## config.mk

```make
export PLATFORM = sky130hd
export DESIGN_NAME = password_check_controller_flat
export DESIGN_NICKNAME = d
export VERILOG_FILES = /design/src/rtl/password_check_controller_if.sv /design/src/rtl/password_check_controller.sv /design/src/flat_wrapper.sv
export SDC_FILE = /design/constraint.sdc
export NUM_CORES = 1
export LEC_CHECK = 0
export BUFFER_PORTS_ARGS = -buffer_cell sky130_fd_sc_hd__buf_2
export CAP_MARGIN = 20
export CORE_ASPECT_RATIO = 0.5
export CORE_MARGIN = 1
export CORE_UTILIZATION = 51
export CTS_CLUSTER_DIAMETER = 100
export DETAILED_ROUTE_END_ITERATION = 16
export PLACE_DENSITY_LB_ADDON = 0.2
export SYNTH_ARGS = -nofsm -noshare
export SYNTH_HDL_FRONTEND = slang
export SYNTH_SLANG_ARGS = --single-unit
```

## constraint.sdc

```tcl
create_clock -name basys_clk -period 2.65 [get_ports basys_clk]
set_clock_uncertainty 0.2 [all_clocks]
set_input_delay 0.265 -clock basys_clk [delete_from_list [all_inputs] [get_ports basys_clk]]
set_output_delay 0.265 -clock basys_clk [all_outputs]
set_load 0.02 [all_outputs]
```

## src/rtl/password_check_controller_if.sv

```systemverilog
// password_check_controller_if: entry/control inputs and status outputs of the password check sequencer
interface password_check_controller_if;
  logic        tick_1hz;
  logic        start;
  logic        submit;
  logic        clear;
  logic [13:0] guess;
  logic [13:0] master_password;
  logic [2:0]  state;
  logic        entry_enable;
  logic        unlocked;
  logic        denied;
  logic        locked_out;
  logic [2:0]  attempts_left;
  logic [6:0]  lockout_remaining;
  modport master (
    output tick_1hz, start, submit, clear, guess, master_password,
    input  state, entry_enable, unlocked, denied, locked_out, attempts_left, lockout_remaining
  );
  modport slave (
    input  tick_1hz, start, submit, clear, guess, master_password,
    output state, entry_enable, unlocked, denied, locked_out, attempts_left, lockout_remaining
  );
endinterface

```

## src/rtl/password_check_controller.sv

```systemverilog
// password_check_controller: password check sequencer with attempt counting; timed lockout enabled by PWCHECK_LOCKOUT_EN
module password_check_controller #(
  parameter int MAX_ATTEMPTS = 3,
  parameter int LOCKOUT_SECS = 30,
  parameter int DENY_TICKS   = 2
) (
  input logic basys_clk,
  input logic reset_n,
  password_check_controller_if.slave bus
);
  typedef enum logic [2:0] {
    IDLE    = 3'd0,
    ENTRY   = 3'd1,
    CHECK   = 3'd2,
    GRANTED = 3'd3,
    DENIED  = 3'd4,
    LOCKOUT = 3'd5
  } state_t;
  if (MAX_ATTEMPTS < 1 || MAX_ATTEMPTS > 7 || LOCKOUT_SECS < 1 || LOCKOUT_SECS > 99 || DENY_TICKS < 1 || DENY_TICKS > 255) begin : g_bad_param
    $error("password_check_controller: parameter out of legal range");
  end
  localparam logic [2:0] max_a  = 3'(MAX_ATTEMPTS);
  localparam logic [7:0] deny_n = 8'(DENY_TICKS);
  state_t      st, st_n;
  logic [2:0]  att, att_n;
  logic [13:0] gq, gq_n;
  logic [7:0]  tc, tc_n;
  logic        match;
  assign match = gq == bus.master_password && gq <= 14'd9999;
`ifdef PWCHECK_LOCKOUT_EN
  localparam logic [6:0] lock_n = 7'(LOCKOUT_SECS);
  logic [6:0] lr, lr_n;
  // lockout seconds counter
  always_ff @(posedge basys_clk or negedge reset_n)
    if (!reset_n) lr <= '0;
    else lr <= lr_n;
  assign bus.locked_out        = st == LOCKOUT;
  assign bus.lockout_remaining = lr;
`else
  assign bus.locked_out        = 1'b0;
  assign bus.lockout_remaining = '0;
`endif
  // state, attempts, guess latch and deny tick counter
  always_ff @(posedge basys_clk or negedge reset_n)
    if (!reset_n) begin
      st  <= IDLE;
      att <= max_a;
      gq  <= '0;
      tc  <= '0;
    end else begin
      st  <= st_n;
      att <= att_n;
      gq  <= gq_n;
      tc  <= tc_n;
    end
  // next state; clear overrides every other event
  always_comb begin
    st_n  = st;
    att_n = att;
    gq_n  = gq;
    tc_n  = tc;
`ifdef PWCHECK_LOCKOUT_EN
    lr_n  = lr;
`endif
    if (bus.clear) begin
      st_n  = IDLE;
      att_n = max_a;
      tc_n  = '0;
`ifdef PWCHECK_LOCKOUT_EN
      lr_n  = '0;
`endif
    end else begin
      unique case (st)
        IDLE: if (bus.start) begin
          st_n  = ENTRY;
          att_n = max_a;
        end
        ENTRY: if (bus.submit) begin
          st_n = CHECK;
          gq_n = bus.guess;
        end
        CHECK: begin
          st_n  = match ? GRANTED : DENIED;
          att_n = match || att == 3'd0 ? att : att - 3'd1;
          tc_n  = '0;
        end
        DENIED: if (bus.tick_1hz) begin
          tc_n = tc + 8'd1;
          if (tc + 8'd1 == deny_n) begin
            tc_n = '0;
`ifdef PWCHECK_LOCKOUT_EN
            st_n = att == 3'd0 ? LOCKOUT : ENTRY;
            lr_n = att == 3'd0 ? lock_n : lr;
`else
            st_n = ENTRY;
`endif
          end
        end
`ifdef PWCHECK_LOCKOUT_EN
        LOCKOUT: if (bus.tick_1hz) begin
          lr_n  = lr - 7'd1;
          st_n  = lr == 7'd1 ? ENTRY : LOCKOUT;
          att_n = lr == 7'd1 ? max_a : att;
        end
`endif
        default: ;
      endcase
    end
  end
  assign bus.state         = st;
  assign bus.entry_enable  = st == ENTRY;
  assign bus.unlocked      = st == GRANTED;
  assign bus.denied        = st == DENIED;
  assign bus.attempts_left = att;
endmodule

```

## src/flat_wrapper.sv

```systemverilog
// flat-port wrapper written by rule: the top's interface ports become plain ports
module password_check_controller_flat 
#(
  parameter int MAX_ATTEMPTS = 3,
  parameter int LOCKOUT_SECS = 30,
  parameter int DENY_TICKS   = 2
)
  (basys_clk, reset_n, bus_tick_1hz, bus_start, bus_submit, bus_clear, bus_guess, bus_master_password, bus_state, bus_entry_enable, bus_unlocked, bus_denied, bus_locked_out, bus_attempts_left, bus_lockout_remaining);
  password_check_controller_if bus_i ();
  input logic basys_clk;
  input logic reset_n;
  input wire logic [$bits(bus_i.tick_1hz)-1:0] bus_tick_1hz;
  input wire logic [$bits(bus_i.start)-1:0] bus_start;
  input wire logic [$bits(bus_i.submit)-1:0] bus_submit;
  input wire logic [$bits(bus_i.clear)-1:0] bus_clear;
  input wire logic [$bits(bus_i.guess)-1:0] bus_guess;
  input wire logic [$bits(bus_i.master_password)-1:0] bus_master_password;
  output wire logic [$bits(bus_i.state)-1:0] bus_state;
  output wire logic [$bits(bus_i.entry_enable)-1:0] bus_entry_enable;
  output wire logic [$bits(bus_i.unlocked)-1:0] bus_unlocked;
  output wire logic [$bits(bus_i.denied)-1:0] bus_denied;
  output wire logic [$bits(bus_i.locked_out)-1:0] bus_locked_out;
  output wire logic [$bits(bus_i.attempts_left)-1:0] bus_attempts_left;
  output wire logic [$bits(bus_i.lockout_remaining)-1:0] bus_lockout_remaining;
  assign bus_i.tick_1hz = bus_tick_1hz;
  assign bus_i.start = bus_start;
  assign bus_i.submit = bus_submit;
  assign bus_i.clear = bus_clear;
  assign bus_i.guess = bus_guess;
  assign bus_i.master_password = bus_master_password;
  assign bus_state = bus_i.state;
  assign bus_entry_enable = bus_i.entry_enable;
  assign bus_unlocked = bus_i.unlocked;
  assign bus_denied = bus_i.denied;
  assign bus_locked_out = bus_i.locked_out;
  assign bus_attempts_left = bus_i.attempts_left;
  assign bus_lockout_remaining = bus_i.lockout_remaining;
  password_check_controller #(.MAX_ATTEMPTS(MAX_ATTEMPTS), .LOCKOUT_SECS(LOCKOUT_SECS), .DENY_TICKS(DENY_TICKS)) u_core (.basys_clk(basys_clk), .reset_n(reset_n), .bus(bus_i));
endmodule
```

---- Yosys cells after proc, flatten, opt, wreduce, memory -nomap -nowiden ----
Index checks and enable logic that the tools add are counted.
word-level totals
  register bits after elaboration ......... 28
  logic and storage cells ................. 45
operators by class
  add/subtract/negate cells ............... 2
  $lt $le $gt $ge ......................... 1
  eq/ne operators ......................... 11
  muxes and demuxes ....................... 15
  bitwise operators ....................... 1
  reductions and logical operators ........ 11
operators with widths
  cell                                                                 number
  3-bit 2-to-1 mux                                                     9
  8-bit 2-to-1 mux                                                     3
  8-bit case mux with 2 select lines                                   1
  14-bit == test                                                       1
  14-bit less-or-equal comparator (second input constant)              1
  3-bit != test (second input constant)                                4
  3-bit case mux with 4 select lines                                   1
  8-bit by 1-bit adder with 8-bit output (second input constant)       1
  8-bit by 2-bit == test with 1-bit output (second input constant)     1
  3-bit by 2-bit == test with 1-bit output (second input constant)     2
  3-bit zero test                                                      2
  3-bit case mux with 2 select lines                                   1
  3-bit AND reduction                                                  2
  3-bit nonzero test                                                   2
  5-bit AND reduction                                                  1
  5-bit nonzero test                                                   1
  3-bit by 1-bit == test with 1-bit output (second input constant)     1
  3-bit == test (second input constant)                                1
  3-bit by 2-bit != test with 1-bit output (second input constant)     1
  3-bit by 1-bit subtractor with 3-bit output (second input constant)  1
  2-bit AND reduction                                                  1
  1-bit logical AND                                                    1
  1-bit logical OR                                                     1
  1-bit NOT                                                            1

---- Logic depth before layout (Yosys ltp) ----
Gate-level depths: netlist (run 1).
  depth in word-level cells ............... 6
  gate-level depth with buffers ........... 7
  gate-level depth less buffers ........... 7

---- Least setup slack after synthesis (run 1) ----
No wires, ideal clock.
  path type ............................... reg-to-reg
  start point ............................. register u_core.st[0] (netlist: u_core.bus.state[0])
  end point ............................... register u_core.gq[10]
  setup time .............................. 128 ps
  arrival ................................. 2181 ps
  data required time ...................... 2322 ps
  path slack .............................. 141 ps
  stages on the path, launching flop included .. 7
  path buffers ............................ 2
  clock period less this slack ............ 2509 ps
  cell sequence ........................... dfrtp_1 -> buf_4 -> nor3b_1 -> o21ai_1 -> nor2_4 -> buf_4 -> mux2_1
between the ends
  longest elaborated chain between the ends .. 2
RTL lines
  item                                      RTL line                         text
  start, declared                           password_check_controller.sv:24  state_t st, st_n;
  start signal, assigned                    password_check_controller.sv:51  st <= st_n;
  3-bit by 1-bit == test with 1-bit output  --
  named net bus_entry_enable                flat_wrapper.sv:19               output wire logic [$bits(bus_i.entry_enable)-1:0] bus_entry_enable;
  3-bit AND reduction (no line)             --
  end signal, assigned                      password_check_controller.sv:53  gq <= gq_n;
  end, declared                             password_check_controller.sv:26  logic [13:0] gq, gq_n;
The timed path passes the listed nets, and every way through them passes these cells.
A chain may end at the register's enable or synchronous reset.

---- Worst setup path after layout (run 1) ----
  start point ............................. register u_core.st[0] (netlist: u_core.bus.state[0])
  end point ............................... register u_core.gq[4]
between the ends
  longest elaborated chain between the ends .. 2
RTL lines
  item                                      RTL line                         text
  3-bit by 1-bit == test with 1-bit output  password_check_controller.sv:73  unique case (st)
  3-bit AND reduction (no line)             --
No other way between the ends.

==> metrics, run 1 <==
Worst setup SP type=flop; Leak=0.959 nW; final std cells w/o fill=259; area delta synth->final=23.7%; remaining global-route overflow=0; critical path required time=2.62 ns; die area=3510 um2; WS Path Type=reg -> reg; drt first pass iters=4; number of flops mapped to enable cells by yosys=0; Die Span Y=42.4 um; pin count of the biggest net entering global routing=29; Placer Congestion=0.787; Netlist Area Pre-Place=1660 um2; most frequent cells in the layout=buf_2 (42), dfrtp_1 (26), xnor2_1 (14), mux2_1 (14), dlygate4sd3_1 (12); status=completed; ys flop type=dfrtp_1; final setup violation count=0; ys async rst share=100%; layout cells sized above 1=23.7%; Slew @ Worst Pin=0.617 ns; post-placement cell count=243; Total Routing Usage GR=21.0%; Final #Nets=258; Core Area=3050 um2; crit path DAT=2.10 ns; initial antenna violation count=0; standard-cell rows=14; DRT Wirelength=3.34 mm; end of the critical path=u_core.gq[4]; post-synthesis sequential area ratio=42.3%; Max Fclk=0.469 GHz; Synth cell types=43; Max-cap violations=0; hold_ws=0.00487 ns; Post-Route Utilization=67.5%; adder-cell share of the synthesized area=3.01%; DP HPWL=2.36 mm; Tmin final=2.13 ns; drt drc=0; vias after detailed routing=1365; number of DRC markers in iteration 0=24; post-CTS setup buffers=0; CP startpoint=u_core.bus.state[0]; number of global-route vias before repair=1273; Initial Util=54.6%; Setup WS post-layout=0.516 ns; first-pass GRT wire length=5.49 mm; RR Startpoint=u_core.bus.state[0]; Crit path depth=5; CTS Buf Count=3; HP Class=in -> reg; R2R setup slack=0.52 ns; io pins=51; setup TNS=0 ns; clk_lat worst skew=0.28 ns; maximum net fanout on the critical path=15; H-tree depth=1; commonest non-fill, non-tap cell in the layout=buf_2; CP max stage delay=0.52 ns; Syn Area/Cell=10.0 um2; R2R depth=5; Worst IR Drop VDD=0.000343 V; Clock transition at path regs=0.10 ns; largest family of logic cells by synthesized area=simple AND/OR/NAND/NOR gates; #FFs+latches synth=28; Slew HR=58.9%; critical path cell sequence=nand3b_1 > a21oi_1 > o21ai_1 > nor2_4 > mux2_1; multiplexer share of the synthesized area=10.1%; Worst setup EP type=flop; vias per inst=5.27; RSZ-0062 raised after global routing=no; xor/xnor share of the synthesized area=8.43%; die width=82.8 um; period utilization=80.5%; n_diodes=0; post-route ant nets=0; simple-gate portion of the synthesized area=17.7%; Mapped Cells=166; Crit path buffers/inverters=0; CP max-delay cell=dfrtp_1; Slew Viols, Final=0; clock sinks=28; DR WL/cell=12.9 um; worst slack, placed=0.545 ns; maximum clock insertion buffer count=2; Final Hold Vio Count=0; PortBufs=42; worst reg2reg path endpoint=u_core.gq[4]; warnings from Yosys=0; Clock Tree Root=clkbuf_8; CTS tree=done; Crit path max-delay family=simple AND/OR/NAND/NOR gates; Cell Pwr Density=732 nW/um2; Compound-Gate Fraction of Synth Area=11.9%
-- worst register-to-register path: cells and delay by family (launching register included) --
family / cells / cell delay, ns
AO/OA/AOI/OAI: 2 / 0.31
flip-flops: 1 / 0.52
AND/OR/NAND/NOR: 2 / 0.61
multiplexers: 1 / 0.38
-- registers in the layout, indices dropped and copies added, names as in the netlist --
name / count
u_core.bus.attempts_left: 3
u_core.bus.state: 3
u_core.gq: 14
u_core.tc: 8
-- worst min path at each step --
stage | endpoint | start | cells after the start | slack [ns]
2_1_floorplan | u_core.bus.attempts_left[2] | reset_n | 0 | -0.23
5_1_grt | u_core.gq[10] | bus_guess[10] | 2 | 0.003
3_3_place_gp | u_core.gq[8] | reset_n | 1 | 0.12
3_5_place_dp | u_core.gq[8] | reset_n | 1 | 0.12
4_1_cts | u_core.gq[6] | bus_guess[6] | 2 | 0.001
6_report | u_core.gq[10] | bus_guess[10] | 2 | 0.005
-- area by class of cell --
cell class,instances,area (um2)
Inverter,6,22.5
Timing Repair Buffer,54,330
Clock buffer,3,41.3
Fill cell,239,991
Tap cell,40,50.0
Multi-Input combinational cell,127,880
Sequential cell,28,703
Clock inverter,1,30.0
-- where the power goes --
part / internal (W) / total [W] / switching [W] / leakage (nW)
logic: 0.000248 / 0.000484 / 0.000236 / 0.568
registers: 0.000555 / 0.000682 / 0.000127 / 0.356
clock network: 0.000202 / 0.000341 / 0.000138 / 0.0357
-- metrics by stage --
stage,power (W),cell area (um2)
6_report,0.00151,2060
5_1_grt,0.00160,2060
4_1_cts,0.00152,2050
3_5_place_dp,0.00117,1870
3_3_place_gp,0.00115,1870
2_1_floorplan,0.00104,1690
-- routing by layer --
layer / wire [um] / track usage [%] / up-vias
met5: 0 / 0 / -
met4: 16 / 3.79 / 0
met3: 162 / 5.22 / 2
met2: 1650 / 39.0 / 37
met1: 1510 / 24.5 / 638
li1: - / - / 688
-- timing repair --
action | CTS | global route
setup endpoints to repair | 0 | 0
hold buffers | 11 | 1
hold endpoints to repair | 36 | 1
gates resized for setup | 0 | 0
-- Yosys cell counts (3+ instances only) --
cell | instances | share of area, %
o31ai_1 | 3 | 1.4
dfrtp_1 | 26 | 39
nor2_1 | 9 | 2.0
mux2_1 | 14 | 9.5
inv_1 | 5 | 1.1
nand2_1 | 8 | 1.8
buf_4 | 10 | 4.5
nand3_1 | 7 | 2.1
o21ai_0 | 11 | 3.3
ha_1 | 4 | 3.0
nand4_1 | 5 | 1.9
a21oi_1 | 5 | 1.5
and3_1 | 6 | 2.3
xnor2_1 | 14 | 7.4
nor3_1 | 3 | 0.90
-- cells by family after synthesis --
logic type	count (synthesis)
simple gates	53
flops	28
buf+inv	18
other cells	1
mux	15
xor+xnor	16
compound gates	31
fa+ha+maj	4
Power figures use the tool's default switching activity.
==> run 2: changes to the inputs <==
CORE_UTILIZATION = 46   (was 51)
clock period = 1.9 ns   (was 2.65 ns; I/O delays follow)
==> metrics, run 2 (same netlist as run 1, synthesis figures left out) <==
status=completed (unchanged); DR WL/cell=14.7 um (was 12.9 um); Clock transition at path regs=0.09 ns (was 0.10 ns); Worst setup EP type=flop (unchanged); R2R setup slack=0.03 ns (was 0.52 ns); Tmin final=1.87 ns (was 2.13 ns); clock sinks=28 (unchanged); clk_lat worst skew=0.27 ns (was 0.28 ns); Die Span Y=44.5 um (was 42.4 um); number of DRC markers in iteration 0=42 (was 24); Reg with most FFs=u_core.gq (unchanged); worst slack, placed=-0.0701 ns (was 0.545 ns); io pins=51 (unchanged); first-pass GRT wire length=6.45 mm (was 5.49 mm); HP Class=in -> reg (unchanged); Slew @ Worst Pin=0.651 ns (was 0.617 ns); Max-cap violations=0 (unchanged); WS Path Type=reg -> reg (unchanged); CP startpoint=u_core.bus.state[0] (unchanged); CP max stage delay=0.45 ns (was 0.52 ns); Leak=1.15 nW (was 0.959 nW); critical path cell sequence=nand3b_1 > a21oi_2 > o21ai_2 > nor2_4 > buf_12 > mux2_1 (was nand3b_1 > a21oi_1 > o21ai_1 > nor2_4 > mux2_1); vias per inst=5.16 (was 5.27); Worst IR Drop VDD=0.000458 V (was 0.000343 V); Cell Pwr Density=976 nW/um2 (was 732 nW/um2); final setup violation count=0 (unchanged); post-route ant nets=0 (unchanged); RSZ-0062 raised after global routing=yes (was no); biggest regs=u_core.gq x14, u_core.tc x8 (unchanged); Setup WS post-layout=0.0316 ns (was 0.516 ns); Final #Nets=284 (was 258); max reg flops=14 (unchanged); initial antenna violation count=0 (unchanged); Placer Congestion=0.815 (was 0.787); end of the critical path=u_core.gq[4] (unchanged); number of global-route vias before repair=1434 (was 1273); Total Routing Usage GR=22.5% (was 21.0%); setup TNS=0 ns (unchanged); crit path DAT=1.83 ns (was 2.10 ns); Worst setup SP type=flop (unchanged); Max Fclk=0.535 GHz (was 0.469 GHz); period utilization=98.3% (was 80.5%); maximum net fanout on the critical path=8 (was 15); CTS tree=done (unchanged); drt drc=0 (unchanged); Clock Tree Root=clkbuf_8 (unchanged); drt first pass iters=4 (unchanged); n_diodes=0 (unchanged); H-tree depth=1 (unchanged); DP HPWL=2.86 mm (was 2.36 mm); standard-cell rows=14 (unchanged); commonest non-fill, non-tap cell in the layout=buf_2 (unchanged); RR Startpoint=u_core.bus.state[0] (unchanged); Slew Viols, Final=0 (unchanged); worst reg2reg path endpoint=u_core.gq[4] (unchanged); Final Hold Vio Count=0 (unchanged); pin count of the biggest net entering global routing=29 (unchanged); die width=87.0 um (was 82.8 um); Slew HR=56.6% (was 58.9%); CP max-delay cell=dfrtp_2 (was dfrtp_1); R2R depth=6 (was 5); Core Area=3220 um2 (was 3050 um2); overall power=0.00243 W (was 0.00151 W); area delta synth->final=49.4% (was 23.7%); DRT Wirelength=4.31 mm (was 3.34 mm); vias after detailed routing=1511 (was 1365); maximum clock insertion buffer count=2 (unchanged); critical path required time=1.86 ns (was 2.62 ns); layout cells sized above 1=47.3% (was 23.7%); PortBufs=42 (unchanged); remaining global-route overflow=0 (unchanged); die area=3870 um2 (was 3510 um2); CTS Buf Count=3 (unchanged); Initial Util=51.6% (was 54.6%); most frequent cells in the layout=buf_2 (42), dfrtp_1 (21), buf_4 (20), dlygate4sd3_1 (15), mux2_4 (13) (was buf_2 (42), dfrtp_1 (26), xnor2_1 (14), mux2_1 (14), dlygate4sd3_1 (12))
[run 2: cell count changes in the layout (fill, tap and decap cells not counted), moves of 3 or more]
cell | previous run | this run
buf_4 | 0 | 20
and3_1 | 6 | 3
dfrtp_2 | 0 | 5
dfrtp_1 | 26 | 21
dlygate4sd3_1 | 12 | 15
and3_4 | 0 | 3
mux2_4 | 0 | 13
mux2_1 | 14 | 1
o21ai_2 | 0 | 3
[run 2: power breakdown]
| part | switching [W] | total (W) | internal [W] |
|---|---|---|---|
| clock | 0.000182 | 0.000367 | 0.000186 |
| combinational | 0.000445 | 0.00107 | 0.000629 |
| sequential | 0.000206 | 0.000984 | 0.000779 |
| total | 0.000833 | 0.00243 | 0.00159 |
[run 2: critical path: cells and delay by family (launching register included)]
| family | cells | cell delay [ns] |
|---|---|---|
| AO/OA/AOI/OAI | 2 | 0.30 |
| buffers and inverters | 1 | 0.16 |
| AND/OR/NAND/NOR | 2 | 0.33 |
| multiplexers | 1 | 0.32 |
| flip-flops | 1 | 0.45 |
[run 2: area by class of cell]
type                    count  area, um2
flip-flops and latches     28        709
fillers                   224        738
clock buffers               4       55.1
multi-input cells         127       1080
well taps                  48       60.1
repair buffers             80        562
inverters                   6       22.5
[run 2: how the worst min path moves through the flow]
stage | end | depth (start not counted) | start | slack [ns]
finish | u_core.tc[5] | 3 | bus_tick_1hz | 0.03
CTS | u_core.tc[5] | 3 | bus_tick_1hz | 0.03
floorplan | u_core.bus.attempts_left[2] | 0 | reset_n | -0.31
detailed placement | u_core.tc[3] | 1 | reset_n | 0.04
global placement | u_core.tc[2] | 1 | reset_n | 0.04
global route | u_core.tc[5] | 3 | bus_tick_1hz | 0.02
[run 2: repair_timing]
item | in CTS | in global routing
hold buffers | 15 | 0
setup buffers | 0 | 1
endpoints found under the setup margin | 21 | 21
pin swaps | 0 | 10
endpoints found under the hold margin | 40 | 0
gates resized for setup | 9 | 34
[run 2: stage by stage]
| stage | instance area (um2) | utilization, % | hold slack (ns) | std cells |
|---|---|---|---|---|
| after floorplan | 1720 | - | -0.306 | 173 |
| after global placement | 2080 | 64.7 | 0.0410 | 273 |
| after detailed placement | 2080 | 64.7 | 0.0417 | 273 |
| after CTS | 2330 | 72.4 | 0.0271 | 292 |
| after global routing | 2480 | 77.1 | 0.0236 | 293 |
| final | 2480 | 77.1 | 0.0291 | 293 |
[run 2: metal layers]
layer	part of all wire [%]	track usage (%)	routed length (um)	vias up
li1	-	-	-	738
met1	45	27.8	1950	716
met2	48	41.3	2080	55
met3	6.1	5.22	261	2
met4	0.44	4.67	19	0
met5	0	0	0	-
